--- config.mk ---
export PLATFORM = sky130hd
export DESIGN_NAME = nvram_uploader
export DESIGN_NICKNAME = d
export VERILOG_FILES = /design/src/rtl/nvram_pkg.sv /design/src/rtl/nvram_quiet_timer.sv /design/src/rtl/nvram_uploader.sv
export SDC_FILE = /design/constraint.sdc
export NUM_CORES = 1
export LEC_CHECK = 0
export BUFFER_PORTS_ARGS = -buffer_cell sky130_fd_sc_hd__clkbuf_2
export CAP_MARGIN = 10
export CORE_MARGIN = 2
export CORE_UTILIZATION = 56
export DETAILED_ROUTE_END_ITERATION = 8
export PLACE_DENSITY_LB_ADDON = 0.12
export SLEW_MARGIN = 20
export SYNTH_ARGS = -nofsm -noshare
export SYNTH_HDL_FRONTEND = slang
export SYNTH_HIERARCHICAL = 1
export SYNTH_SLANG_ARGS = --single-unit
--- constraint.sdc ---
create_clock -name clk_sys -period 4.45 [get_ports clk_sys]
set_input_delay 0 -clock clk_sys [delete_from_list [all_inputs] [get_ports clk_sys]]
set_output_delay 0 -clock clk_sys [all_outputs]
set_load 0.02 [all_outputs]
--- src/rtl/nvram_pkg.sv ---
// Shared types and constants for the NVRAM upload path.
package nvram_pkg;

  typedef enum logic [1:0] {
    ST_IDLE    = 2'd0,
    ST_READ    = 2'd1,
    ST_CAPTURE = 2'd2
  } nv_state_e;

  localparam logic [3:0] NV_FILL              = 4'hF;
  localparam logic [7:0] OOR_BYTE             = 8'hFF;
  localparam int         DEFAULT_UPLOAD_INDEX = 4;

endpackage

--- src/rtl/nvram_quiet_timer.sv ---
// Dirty flag plus a saturating quiet-time counter; save_pending rises once the
// RAM has been dirty and untouched for QUIET_CYCLES clocks.
module nvram_quiet_timer
#(
  parameter logic [23:0] QUIET_CYCLES = 24'd12000000
) (
  input  logic clk_sys,
  input  logic reset_n,
  input  logic cpu_we,
  input  logic clear,
  output logic dirty,
  output logic save_pending
);

  localparam int CW = (QUIET_CYCLES == 24'd0) ? 1 : $clog2(int'(QUIET_CYCLES) + 1);
  localparam logic [CW-1:0] QUIET_MAX = CW'(QUIET_CYCLES);

  logic          dirty_q, dirty_d;
  logic [CW-1:0] cnt_q, cnt_d;
  logic          pend_q, pend_d;

  // A CPU write always wins over a completion clear in the same cycle.
  always_comb begin
    dirty_d = dirty_q;
    cnt_d   = cnt_q;
    pend_d  = pend_q;
    if (cpu_we) begin
      dirty_d = 1'b1;
      cnt_d   = '0;
      pend_d  = 1'b0;
    end else if (clear) begin
      dirty_d = 1'b0;
      cnt_d   = '0;
      pend_d  = 1'b0;
    end else if (dirty_q) begin
      if (cnt_q != QUIET_MAX) cnt_d = cnt_q + CW'(1);
      pend_d = (cnt_d == QUIET_MAX);
    end
  end

  always_ff @(posedge clk_sys) begin
    if (!reset_n) begin
      dirty_q <= 1'b0;
      cnt_q   <= '0;
      pend_q  <= 1'b0;
    end else begin
      dirty_q <= dirty_d;
      cnt_q   <= cnt_d;
      pend_q  <= pend_d;
    end
  end

  assign dirty        = dirty_q;
  assign save_pending = pend_q;

endmodule

--- src/rtl/nvram_uploader.sv ---
// Serves HPS upload reads from the CMOS read port and tracks when a save is due.
//   state      | meaning
//   ST_IDLE    | waiting for an accepted ioctl_rd
//   ST_READ    | ram_addr presented, RAM read in flight
//   ST_CAPTURE | ram_q valid, byte latched onto ioctl_din
module nvram_uploader
  import nvram_pkg::*;
#(
  parameter int          UPLOAD_INDEX = DEFAULT_UPLOAD_INDEX,
  parameter int          NV_AW        = 10,
  parameter logic [23:0] QUIET_CYCLES = 24'd12000000
) (
  input  logic             clk_sys,
  input  logic             reset_n,
  input  logic             ioctl_upload,
  input  logic             ioctl_rd,
  input  logic [24:0]      ioctl_addr,
  input  logic [15:0]      ioctl_index,
  output logic [7:0]       ioctl_din,
  output logic [NV_AW-1:0] ram_addr,
  input  logic [3:0]       ram_q,
  input  logic             cpu_cmos_we,
  output logic             nvram_dirty,
  output logic             save_pending,
  output logic             upload_done
);

  nv_state_e        state_q, state_d;
  logic [7:0]       din_q, din_d;
  logic [NV_AW-1:0] ram_addr_q, ram_addr_d;
  logic             last_q, last_d;
  logic             active_prev_q, active_prev_d;
  logic             done_q, done_d;

  logic active;
  logic addr_in_range;
  logic upload_fall;
  logic upload_complete;

  assign active          = ioctl_upload && (ioctl_index == 16'(UPLOAD_INDEX));
  assign addr_in_range   = (ioctl_addr[24:NV_AW] == '0);
  assign upload_fall     = active_prev_q && !ioctl_upload;
  assign upload_complete = upload_fall && last_q;

  // ram_addr doubles as the latched request address; out-of-range reads leave it alone.
  always_comb begin
    state_d       = state_q;
    din_d         = din_q;
    ram_addr_d    = ram_addr_q;
    last_d        = last_q;
    active_prev_d = active;
    done_d        = upload_complete;
    case (state_q)
      ST_IDLE: begin
        if (ioctl_rd && active) begin
          if (addr_in_range) begin
            ram_addr_d = ioctl_addr[NV_AW-1:0];
            state_d    = ST_READ;
          end else begin
            din_d = OOR_BYTE;
          end
        end
      end
      ST_READ: state_d = ST_CAPTURE;
      ST_CAPTURE: begin
        din_d = {NV_FILL, ram_q};
        if (ram_addr_q == '1) last_d = 1'b1;
        state_d = ST_IDLE;
      end
      default: state_d = ST_IDLE;
    endcase
    if (upload_fall) last_d = 1'b0;
  end

  always_ff @(posedge clk_sys) begin
    if (!reset_n) begin
      state_q       <= ST_IDLE;
      din_q         <= 8'h00;
      ram_addr_q    <= '0;
      last_q        <= 1'b0;
      active_prev_q <= 1'b0;
      done_q        <= 1'b0;
    end else begin
      state_q       <= state_d;
      din_q         <= din_d;
      ram_addr_q    <= ram_addr_d;
      last_q        <= last_d;
      active_prev_q <= active_prev_d;
      done_q        <= done_d;
    end
  end

  assign ioctl_din   = din_q;
  assign ram_addr    = ram_addr_q;
  assign upload_done = done_q;

  nvram_quiet_timer #(
    .QUIET_CYCLES(QUIET_CYCLES)
  ) u_quiet_timer (
    .clk_sys      (clk_sys),
    .reset_n      (reset_n),
    .cpu_we       (cpu_cmos_we),
    .clear        (upload_complete),
    .dirty        (nvram_dirty),
    .save_pending (save_pending)
  );

endmodule

==> Word level (Yosys, flattened, before mapping) <==
Cells that the tools add are included.
{ "word_totals": {"latch_bits": 0, "mem_bits_ro": 0, "mem_count": 0, "regBits": 49, "ram_bits": 0, "out_inout_bits": 21} }
{ "op_classes": {"muxes": 12, "div": 0, "multipliers": 0, "magnitude_cmp": 0, "n_shift": 0, "eq_ne": 9, "n_reduce_logical": 15, "bitwise_logic": 1, "n_addsub": 1} }
{ "op_table": {"columns": ["cell", "count"], "rows": [
  ["$mux 24", 4],
  ["$add 24x1->24 const B", 1],
  ["$eq 24x24->1 const B", 1],
  ["$ne 24x24->1 const B", 1],
  ["$eq 16x3->1 const B", 1],
  ["$mux 8", 2],
  ["$pmux 8 s2", 1],
  ["$logic_not 15->1", 1],
  ["$eq 10x10->1 const B", 1],
  ["$ne 2x2->1 const B", 3],
  ["$reduce_and 3->1", 2],
  ["$logic_and 1x1->1", 4],
  ["$mux 2", 2],
  ["$pmux 2 s2", 1],
  ["$reduce_and 2->1", 2],
  ["$reduce_bool 2->1", 2],
  ["$reduce_or 3->1", 1],
  ["$eq 2x1->1 const B", 1],
  ["$eq 2x2->1 const B", 1],
  ["$logic_not 2->1", 1],
  ["$mux 1", 2],
  ["$reduce_or 2->1", 1],
  ["$logic_not 1->1", 1],
  ["$not 1->1", 1]
]} }

==> Longest topological paths before layout <==
Gate-level depths: netlist of run 1.
{ "logic_depth": {"ltp_word": 6, "ltp_mapped": 9} }

==> Cells and area by module <==
The synthesis of run 1 kept the hierarchy.
{ "modules_own_cells": {"columns": ["module", "instances", "seq_area_each_um2", "area_each_um2", "cells_per_inst"], "rows": [
  ["nvram_quiet_timer", 1, 520.5, 1611.5, 207],
  ["nvram_uploader", 1, 400.4, 964.7, 104]
]} }

==> Worst setup path after synthesis of run 1 <==
Ideal clock, no wire load.
{ "synth_timing": {"path_type": "reg-to-reg", "startpoint": "register u_quiet_timer.cnt_q[1]", "endpoint": "register u_quiet_timer.cnt_q[20]", "arrival_ns": 1.821, "stages_incl_launch_ff": 9, "slack_ns": 2.501, "setup_time_ns": 0.128, "n_path_buf": 1, "synth_period_minus_slack_ns": 1.949, "path_cell_list": "dfxtp_1 > ha_1 > clkbuf_1 > nand3_1 > nor4_1 > and3_1 > nand3_1 > xor2_1 > nor2_1"} }
{ "synth_between": {"elab_chain_cells": 5} }
{ "synth_rtl": {"columns": ["item", "line", "source"], "rows": [
  ["start, declared", "nvram_quiet_timer.sv:19", "logic [CW-1:0] cnt_q, cnt_d;"],
  ["start signal, assigned", "nvram_quiet_timer.sv:48", "cnt_q <= cnt_d;"],
  ["$add 24x1->24 or $ne 24x24->1 (tied branches)", "nvram_quiet_timer.sv:36", "if (cnt_q != QUIET_MAX) cnt_d = cnt_q + CW'(1);"],
  ["$mux 24 (*)", "nvram_quiet_timer.sv:36", null],
  ["$mux 24 (*)", "nvram_quiet_timer.sv:35", "end else if (dirty_q) begin"],
  ["$mux 24 (*)", "nvram_quiet_timer.sv:31", "end else if (clear) begin"],
  ["$mux 24 (*)", "nvram_quiet_timer.sv:27", "if (cpu_we) begin"]
]} }
Mark *: on every way between the ends. The rest lies on a longest branch, timed or not. The select of a mux whose other input is x is not followed.
A chain may end at the register's enable or synchronous reset.

==> Worst setup path in the final report of run 1 <==
Same ends and word-level chain as after synthesis.

==> out/summary.md, run 1 <==
The flow ran to the end, and the final reports show no timing, DRC or antenna violations. The count of H-tree levels built during CTS came out at 2. The category of the most critical setup path is register to register. Setup repair after global routing left no endpoint under its margin.

Aggregate negative setup slack: 0 ps. The congestion estimate from routability-driven global placement came to 0.855. The design draws 728 uW. The number of nets at the end of the flow came out at 431.

The run gives 4 as the number of optimization iterations in the first detailed-route pass. The final count of pins violating max slew is 0. The largest total area in the synthesized netlist belongs to sky130_fd_sc_hd__dfxtp_1.

The share of the cycle needed by the critical path after routing is 0.504, and the overall via count from detail_route is 2431. The first global-routing pass estimated 10.2 mm of wire. The critical path's top delay family was simple AND/OR/NAND/NOR gates. The largest clock skew in the final design was 13.1 ps; the largest net degree at the start of global routing was 38. The cell area that synthesis handed to floorplanning was 2580 sq um.

For this run the aggregate overflow at the end of global routing stands at 0. Counting distinct cell types in the post-synthesis netlist gives 52. Counting flops and latches in the post-synthesis netlist gives 46. The number of sinks handled by clock tree synthesis was 46. The initialized floorplan defines 24 standard-cell rows. The average cell area after synthesis was 8.28 sq um; the final routed DRC violation total was 0.

For the total half-perimeter wirelength after legalization and detailed placement, the log shows 4.25 mm. The count of buffers added on input and output ports is 70. In this design, the critical path's most frequently occurring cell is sky130_fd_sc_hd__nand3_1. In this run the worst hold path is classified as primary input to register. Dividing the detail-routed wire length by the instance count gives 13.8 microns.

Before CTS, the worst setup slack after placement is 2170 ps. IR analysis of the VDD net gives a maximum drop of 0.000171 V. The data required time at the worst endpoint was 4610 ps; the time the worst path needs with I/O delays and setup was 2240 ps.

Number of endpoints failing setup at the final stage: 0. The tree is rooted in a sky130_fd_sc_hd__clkbuf_8. TritonCTS built the clock tree. The cell count after synthesis came out at 311. The fraction of layout instances using a drive strength above 1 is 0.222. In the synthesized netlist the dominant register cell turns out to be sky130_fd_sc_hd__dfxtp_1.

The detail-routed via count per cell was 5.65. The number of buffers created by CTS came out at 5. In this run the power density over the cells is 234 nW/um^2. The largest fanout on the critical path is 8, and the die span in y is 71.8 microns. The worst setup path is launched from a register. The horizontal extent of the die is 71.8 microns. sky130_fd_sc_hd__dfxtp_1 is the most common cell in the netlist.

The logs give 0 for the number of antenna violations at the first check in global routing and 10.6 ps for the worst hold slack. The clock slew seen by the registers of the worst setup and hold paths came out at 90 ps. The total detailed-routing wirelength is 5.94 mm.

The tools report the worst slew slack as a fraction of its limit as 0.386. On the critical path, the stage with the largest delay is an instance of sky130_fd_sc_hd__nor4_1. The analysis attributes to cell leakage a power of 0.00117 uW.

Number of global-route vias before repair: 2321. The fraction of post-synthesis cell area in the top cell type by area is 0.357. Traced cell by cell, the critical path runs through ha_1, nand3_1, nor4_1, and3_1, nand3_1, xor2_1, nor2_1.

Relative to the synthesized area, the layout overhead comes to 20.6%. Once detail routing completed, the nets flagged for antenna violations numbered 0. The die covers 5160 sq um. The async set or reset register ratio after synthesis was 0. After synthesis, the cell types taking the most area are sky130_fd_sc_hd__dfxtp_1, sky130_fd_sc_hd__nand2_1, sky130_fd_sc_hd__xor2_1, sky130_fd_sc_hd__nor2_1, sky130_fd_sc_hd__mux2i_1. For the number of violations of the max-capacitance limit, the log shows 0. For this run, the slowest stage of the critical path takes 530 ps.

Setup slack closes at 2210 ps. The tools report the synthesis warning total as 6. The initial core utilization is 0.588. The slew of the pin with the lowest slew margin is 914 ps, and the arrival time reported for the critical path endpoint is 2410 ps. Fill cells in the final layout number 349. The tools report the element type at the critical path end as a register. The run gives 0.357 as the fraction of the yosys area taken by sequential cells. No sink is reached through more buffers than the 2 on the longest clock path. The combined global-route utilization of all metal layers was 0.245. The clock latency on the worst-skew pair is 300 ps. When the netlist entered floorplanning its net count stood at 363.

The number of failing hold endpoints at the final stage was 0. The number of enable-type register cells in the synthesized netlist is 0. Based on the critical path, the design can be clocked at up to 0.445 GHz. After clock tree synthesis, the setup repair step added 0 buffers. The run gives 158 as the number of violations reported at the end of detailed-routing iteration 0. The number of top-level pins is 71, and the worst path buffer plus inverter count is 0.

The number of antenna cells inserted is 0. In the synthesized netlist, the cells that appear most often are sky130_fd_sc_hd__dfxtp_1, sky130_fd_sc_hd__nand2_1, sky130_fd_sc_hd__nor2_1. The tools report the total core area as 4380 sq um.
==> layout make-up <==
type	instances	area, sq um	share of cell area
clock buffers	6	82.6	0.0266
inverters	9	33.8	0.0109
multi-input cells	230	1480	0.478
flip-flops and latches	46	921	0.296
well taps	52	65.1	0.0209
repair buffers	87	520	0.168
==> layer usage <==
metal / track usage / up-vias / part of all wire
met1: 0.307 / 1100 / 0.42
met3: 0.0534 / 6 / 0.073
met5: 0 / - / 0
li1: - / 1234 / -
met4: 0.0734 / 0 / 0.012
met2: 0.422 / 91 / 0.49
==> sequential cells by signal, indices dropped and copies added (netlist names) <==
| signal | count |
|---|---|
| u_quiet_timer/save_pending | 1 |
| last_q | 1 |
| active_prev_q | 1 |
| u_quiet_timer/cnt_q | 24 |
| ioctl_din | 5 |
| state_q | 2 |
| ram_addr | 10 |
| u_quiet_timer/dirty | 1 |
| upload_done | 1 |
==> path summary, 6_finish.rpt <==
check                                       startpoint                       to  slack (ps)  cells past startpoint
worst max-delay path            u_quiet_timer/cnt_q[1]  u_quiet_timer/cnt_q[20]        2210                      7
worst min-delay path                      ioctl_upload                   last_q          10                      2
worst max register to register  u_quiet_timer/cnt_q[1]  u_quiet_timer/cnt_q[20]        2210                      7
worst min register to register             ram_addr[1]              ram_addr[1]         470                      2
==> power by group <==
part / total [uW] / switching, uW / internal, uW / leakage, uW
logic: 57.0 / 25.1 / 31.9 / 0.000751
registers: 417 / 4.43 / 412 / 0.000371
clock network: 255 / 135 / 120 / 0.0000431
==> placed cells by master (no fill, tap or decap), drive strengths merged, types with 3 or more instances in the layout <==
cell,netlist,final
a21oi,3,3
a31oi,3,3
and2,4,4
and3,6,6
clkbuf,11,76
dfxtp,46,46
dlygate4sd3,0,17
inv,9,9
mux2i,11,11
nand2,40,40
nand3,10,10
nand3b,3,3
nand4,14,14
nand4b,3,3
nor2,37,37
nor3,3,3
nor4,11,11
nor4b,4,4
o211ai,6,6
o21ai,8,8
o41ai,6,6
or3,4,4
xnor2,12,12
xor2,16,16
==> cells by family (layout without fill, tap and decap cells) <==
| group | after synthesis | in the layout | synth area share |
|---|---|---|---|
| xor gates and xnor gates | 28 | 28 | 0.0952 |
| muxes | 11 | 11 | 0.0427 |
| buffers and inverters | 35 | 102 | 0.0665 |
| and+or+nand+nor | 151 | 151 | 0.319 |
| DFF | 46 | 46 | 0.357 |
| AOI/OAI and AO/OA | 38 | 38 | 0.109 |
| adders and majority gates | 2 | 2 | 0.00971 |
==> stage by stage <==
step / instances / instance area [sq um] / util
6_report: 430 / 3110 / 0.709
5_1_grt: 430 / 3110 / 0.709
4_1_cts: 430 / 3110 / 0.709
3_5_place_dp: 407 / 2850 / 0.651
3_3_place_gp: 407 / 2850 / 0.651
2_1_floorplan: 311 / 2580 / -
==> repair_timing <==
action	CTS	global route
hold endpoints to repair	16	0
endpoints found under the setup margin	0	0
resized for setup	0	0
hold buffers	17	0
(Power assumes the default switching activity.)
==> inputs of run 2 (changes only) <==
Settings changed: CORE_UTILIZATION 56 to 52.
Clock period 4.45 ns to 2.1 ns, I/O delays scaled along.
==> out/summary.md, run 2 (synthesis gave the netlist of run 1 again) <==
The tools report the aggregate negative setup slack as 0 ps (unchanged). The tools report the element type at the critical path end as a register (unchanged). The register containing the most flip-flops in the final layout was u_quiet_timer/cnt_q (unchanged). The time the worst path needs with I/O delays and setup came out at 2030 ps (was 2240 ps). Class of the tightest hold or removal check: primary input to register (unchanged).

The run gives 0 (unchanged) as the number of nets with antenna violations after detailed routing. Number of global-route vias before repair: 2411 (was 2321). The initial core utilization is 0.542 (was 0.588), and the fraction of layout instances using a drive strength above 1 is 0.285 (was 0.222).

The logs give 2240 ps (was 2410 ps) for the arrival time reported for the critical path endpoint and 444 (was 407) for the post-placement cell count. Total of buffers placed on input and output ports: 70 (unchanged). The number of violations reported at the end of detailed-routing iteration 0 is 214 (was 158). The category of the most critical setup path is register to register (unchanged).

The total die area was 5530 sq um (was 5160 sq um). The largest net degree at the start of global routing is 37 (was 38). The slew of the pin with the lowest slew margin is 492 ps (was 914 ps), and the data required time at the worst endpoint is 2300 ps (was 4610 ps). The tools report the startpoint type of the worst setup path as a register (unchanged). Setup repair after global routing left no endpoint under its margin. Number of antenna cells inserted: 0 (unchanged).

The horizontal extent of the die works out to 74.4 microns (was 71.8 microns). The number of violations of the max-capacitance limit came out at 0 (unchanged). The clock latency on the worst-skew pair was 300 ps (about the same). The global-route wire length before repair was 11.0 mm (was 10.2 mm); the number of failing hold endpoints at the final stage was 0 (unchanged).

The most frequent standard cell in the layout excluding fill and tap cells is sky130_fd_sc_hd__clkbuf_2 (unchanged). The number of buffers created by CTS is 5 (unchanged). The worst slack after detailed placement was 74.0 ps (was 2170 ps); the number of antenna violations at the first check in global routing was 0 (unchanged). The run gives 0.700 (was 0.709) as the fraction of the core area covered by cells at the end of the flow.

The logs give 0 (unchanged) for the final count of pins violating max slew and 928 sq um (was 921 sq um) for the footprint of the flip-flops and latches. Peak ir drop on the vdd network: 0.000328 V (was 0.000171 V). The internal reg-to-reg setup slack is 70 ps (was 2210 ps). Final routed DRC violation total: 0 (unchanged).

Leading cell types in the layout, fill and taps excluded: sky130_fd_sc_hd__clkbuf_2, sky130_fd_sc_hd__nand2_1, sky130_fd_sc_hd__dfxtp_1 (was sky130_fd_sc_hd__clkbuf_2, sky130_fd_sc_hd__dfxtp_1, sky130_fd_sc_hd__nand2_1). The number of buffers between clock root and the deepest sink is 2 (unchanged). The run finished with clean final reports. The tools report the highest achievable clock rate as 0.492 GHz (was 0.445 GHz). The run gives 0.255 (was 0.245) as the combined global-route utilization of all metal layers. The routed length per instance was 14.2 microns (was 13.8 microns). For the number of top-level pins, the log shows 71 (unchanged). The final global-route overflow total is 0 (unchanged), and the static leakage is 0.00129 uW (was 0.00117 uW). The detail-routed via count per cell was 5.55 (was 5.65); the largest clock skew in the final design was 8.98 ps (was 13.1 ps). The share of the cycle needed by the critical path after routing is 0.969 (was 0.504), and the final weighted congestion in routability-driven placement is 0.946 (was 0.855). The run gives 65.5 ps (was 2210 ps) as the setup slack of the critical path after layout. The run gives 2 (unchanged) as the count of H-tree levels built during CTS.

TritonCTS built the clock tree. The tools report the number of nets at the end of the flow as 454 (was 431). The die span in y is 74.4 microns (was 71.8 microns). The clock slew seen by the registers of the worst setup and hold paths is 80 ps (was 90 ps), and the number of sinks handled by clock tree synthesis is 46 (unchanged). The post-synthesis to final-layout area growth is 29.2% (was 20.6%).

Largest fanout on the critical path: 5 (was 8). The worst slew slack as a fraction of its limit is 0.670 (was 0.386), and the worst hold slack is 87.1 ps (was 10.6 ps). The logs give 470 (was 430) for the count of non-filler cells in the finished layout and 4750 sq um (was 4380 sq um) for the total core area. The overall via count from detail_route came out at 2607 (was 2431). Multi-input logic area: 1500 sq um (was 1480 sq um). The flip-flop count of the largest register after layout is 24 (unchanged).

The run gives 25 (was 24) as the number of core rows. For the number of endpoints failing setup at the final stage, the log shows 0 (unchanged). The root buffer selected by CTS is sky130_fd_sc_hd__clkbuf_8 (unchanged). The total detailed-routing wirelength is 6.66 mm (was 5.94 mm), and the total half-perimeter wirelength after legalization and detailed placement is 4.42 mm (was 4.25 mm). The number of optimization iterations in the first detailed-route pass was 4 (unchanged). The cell area power density was 471 nW/um^2 (was 234 nW/um^2); the count of fill cells added during filler insertion was 409 (was 349).
[run 2: changes by cell type in the layout (fill, tap and decap cells not counted)]
cell and change:
sky130_fd_sc_hd__buf_4 +22, sky130_fd_sc_hd__clkbuf_1 +1, sky130_fd_sc_hd__clkinv_2 +1, sky130_fd_sc_hd__dfxtp_1 -6, sky130_fd_sc_hd__dfxtp_2 +6, sky130_fd_sc_hd__dlygate4sd3_1 +1
sky130_fd_sc_hd__nor4_1 -1, sky130_fd_sc_hd__nor4_2 +1, sky130_fd_sc_hd__nor4b_1 -1, sky130_fd_sc_hd__nor4b_2 +1
[run 2: area by class of cell]
class                      instances  area share
multi-input combinational        230       0.449
sequential                        46       0.279
timing repair buffer             110       0.209
clock buffer                       7      0.0259
tap                               67      0.0252
inverter                           9      0.0101
clock inverter                     1     0.00150
[run 2: power by group]
group	internal, uW	leakage [uW]	total [uW]	switching (uW)
Clock	266	0.0000482	554	288
Combinational	73.0	0.000871	138	64.6
Sequential	874	0.000374	877	3.13
Total	1210	0.00129	1570	356
[run 2: path summary, 6_finish.rpt]
path	cells after the start	from	to
worst max register to register	6	u_quiet_timer/cnt_q[19]	u_quiet_timer/save_pending
worst min register to register	2	u_quiet_timer/save_pending	u_quiet_timer/save_pending
worst min-delay path	3	ioctl_index[2]	active_prev_q
worst max-delay path	6	u_quiet_timer/cnt_q[19]	u_quiet_timer/save_pending
[run 2: through the flow]
stage	power [uW]	cell area (sq um)
after floorplan	945	2580
after global placement	1000	3040
after detailed placement	1010	3040
after CTS	1580	3310
after global routing	1630	3330
final	1570	3330
[run 2: critical path, cell delays in order (launching register included)]
cell	delay, ps
sky130_fd_sc_hd__dfxtp_1	350
sky130_fd_sc_hd__or3b_1	410
sky130_fd_sc_hd__or3_4	360
sky130_fd_sc_hd__or3_1	330
sky130_fd_sc_hd__a221oi_2	270
sky130_fd_sc_hd__o211ai_1	110
sky130_fd_sc_hd__o32ai_1	120
[run 2: metal layers]
layer / vias to the layer above / track usage / part of all wire
met2: 117 / 0.422 / 0.48
met1: 1192 / 0.315 / 0.43
met3: 16 / 0.0596 / 0.072
li1: 1282 / - / -
met5: - / 0 / 0
met4: 0 / 0.113 / 0.023
[run 2: repair_timing]
action / CTS / global route
hold endpoints to repair: 17 / 0
resized for setup: 0 / 8
setup buffers: 0 / 0
endpoints found under the setup margin: 0 / 6
hold buffers: 18 / 0
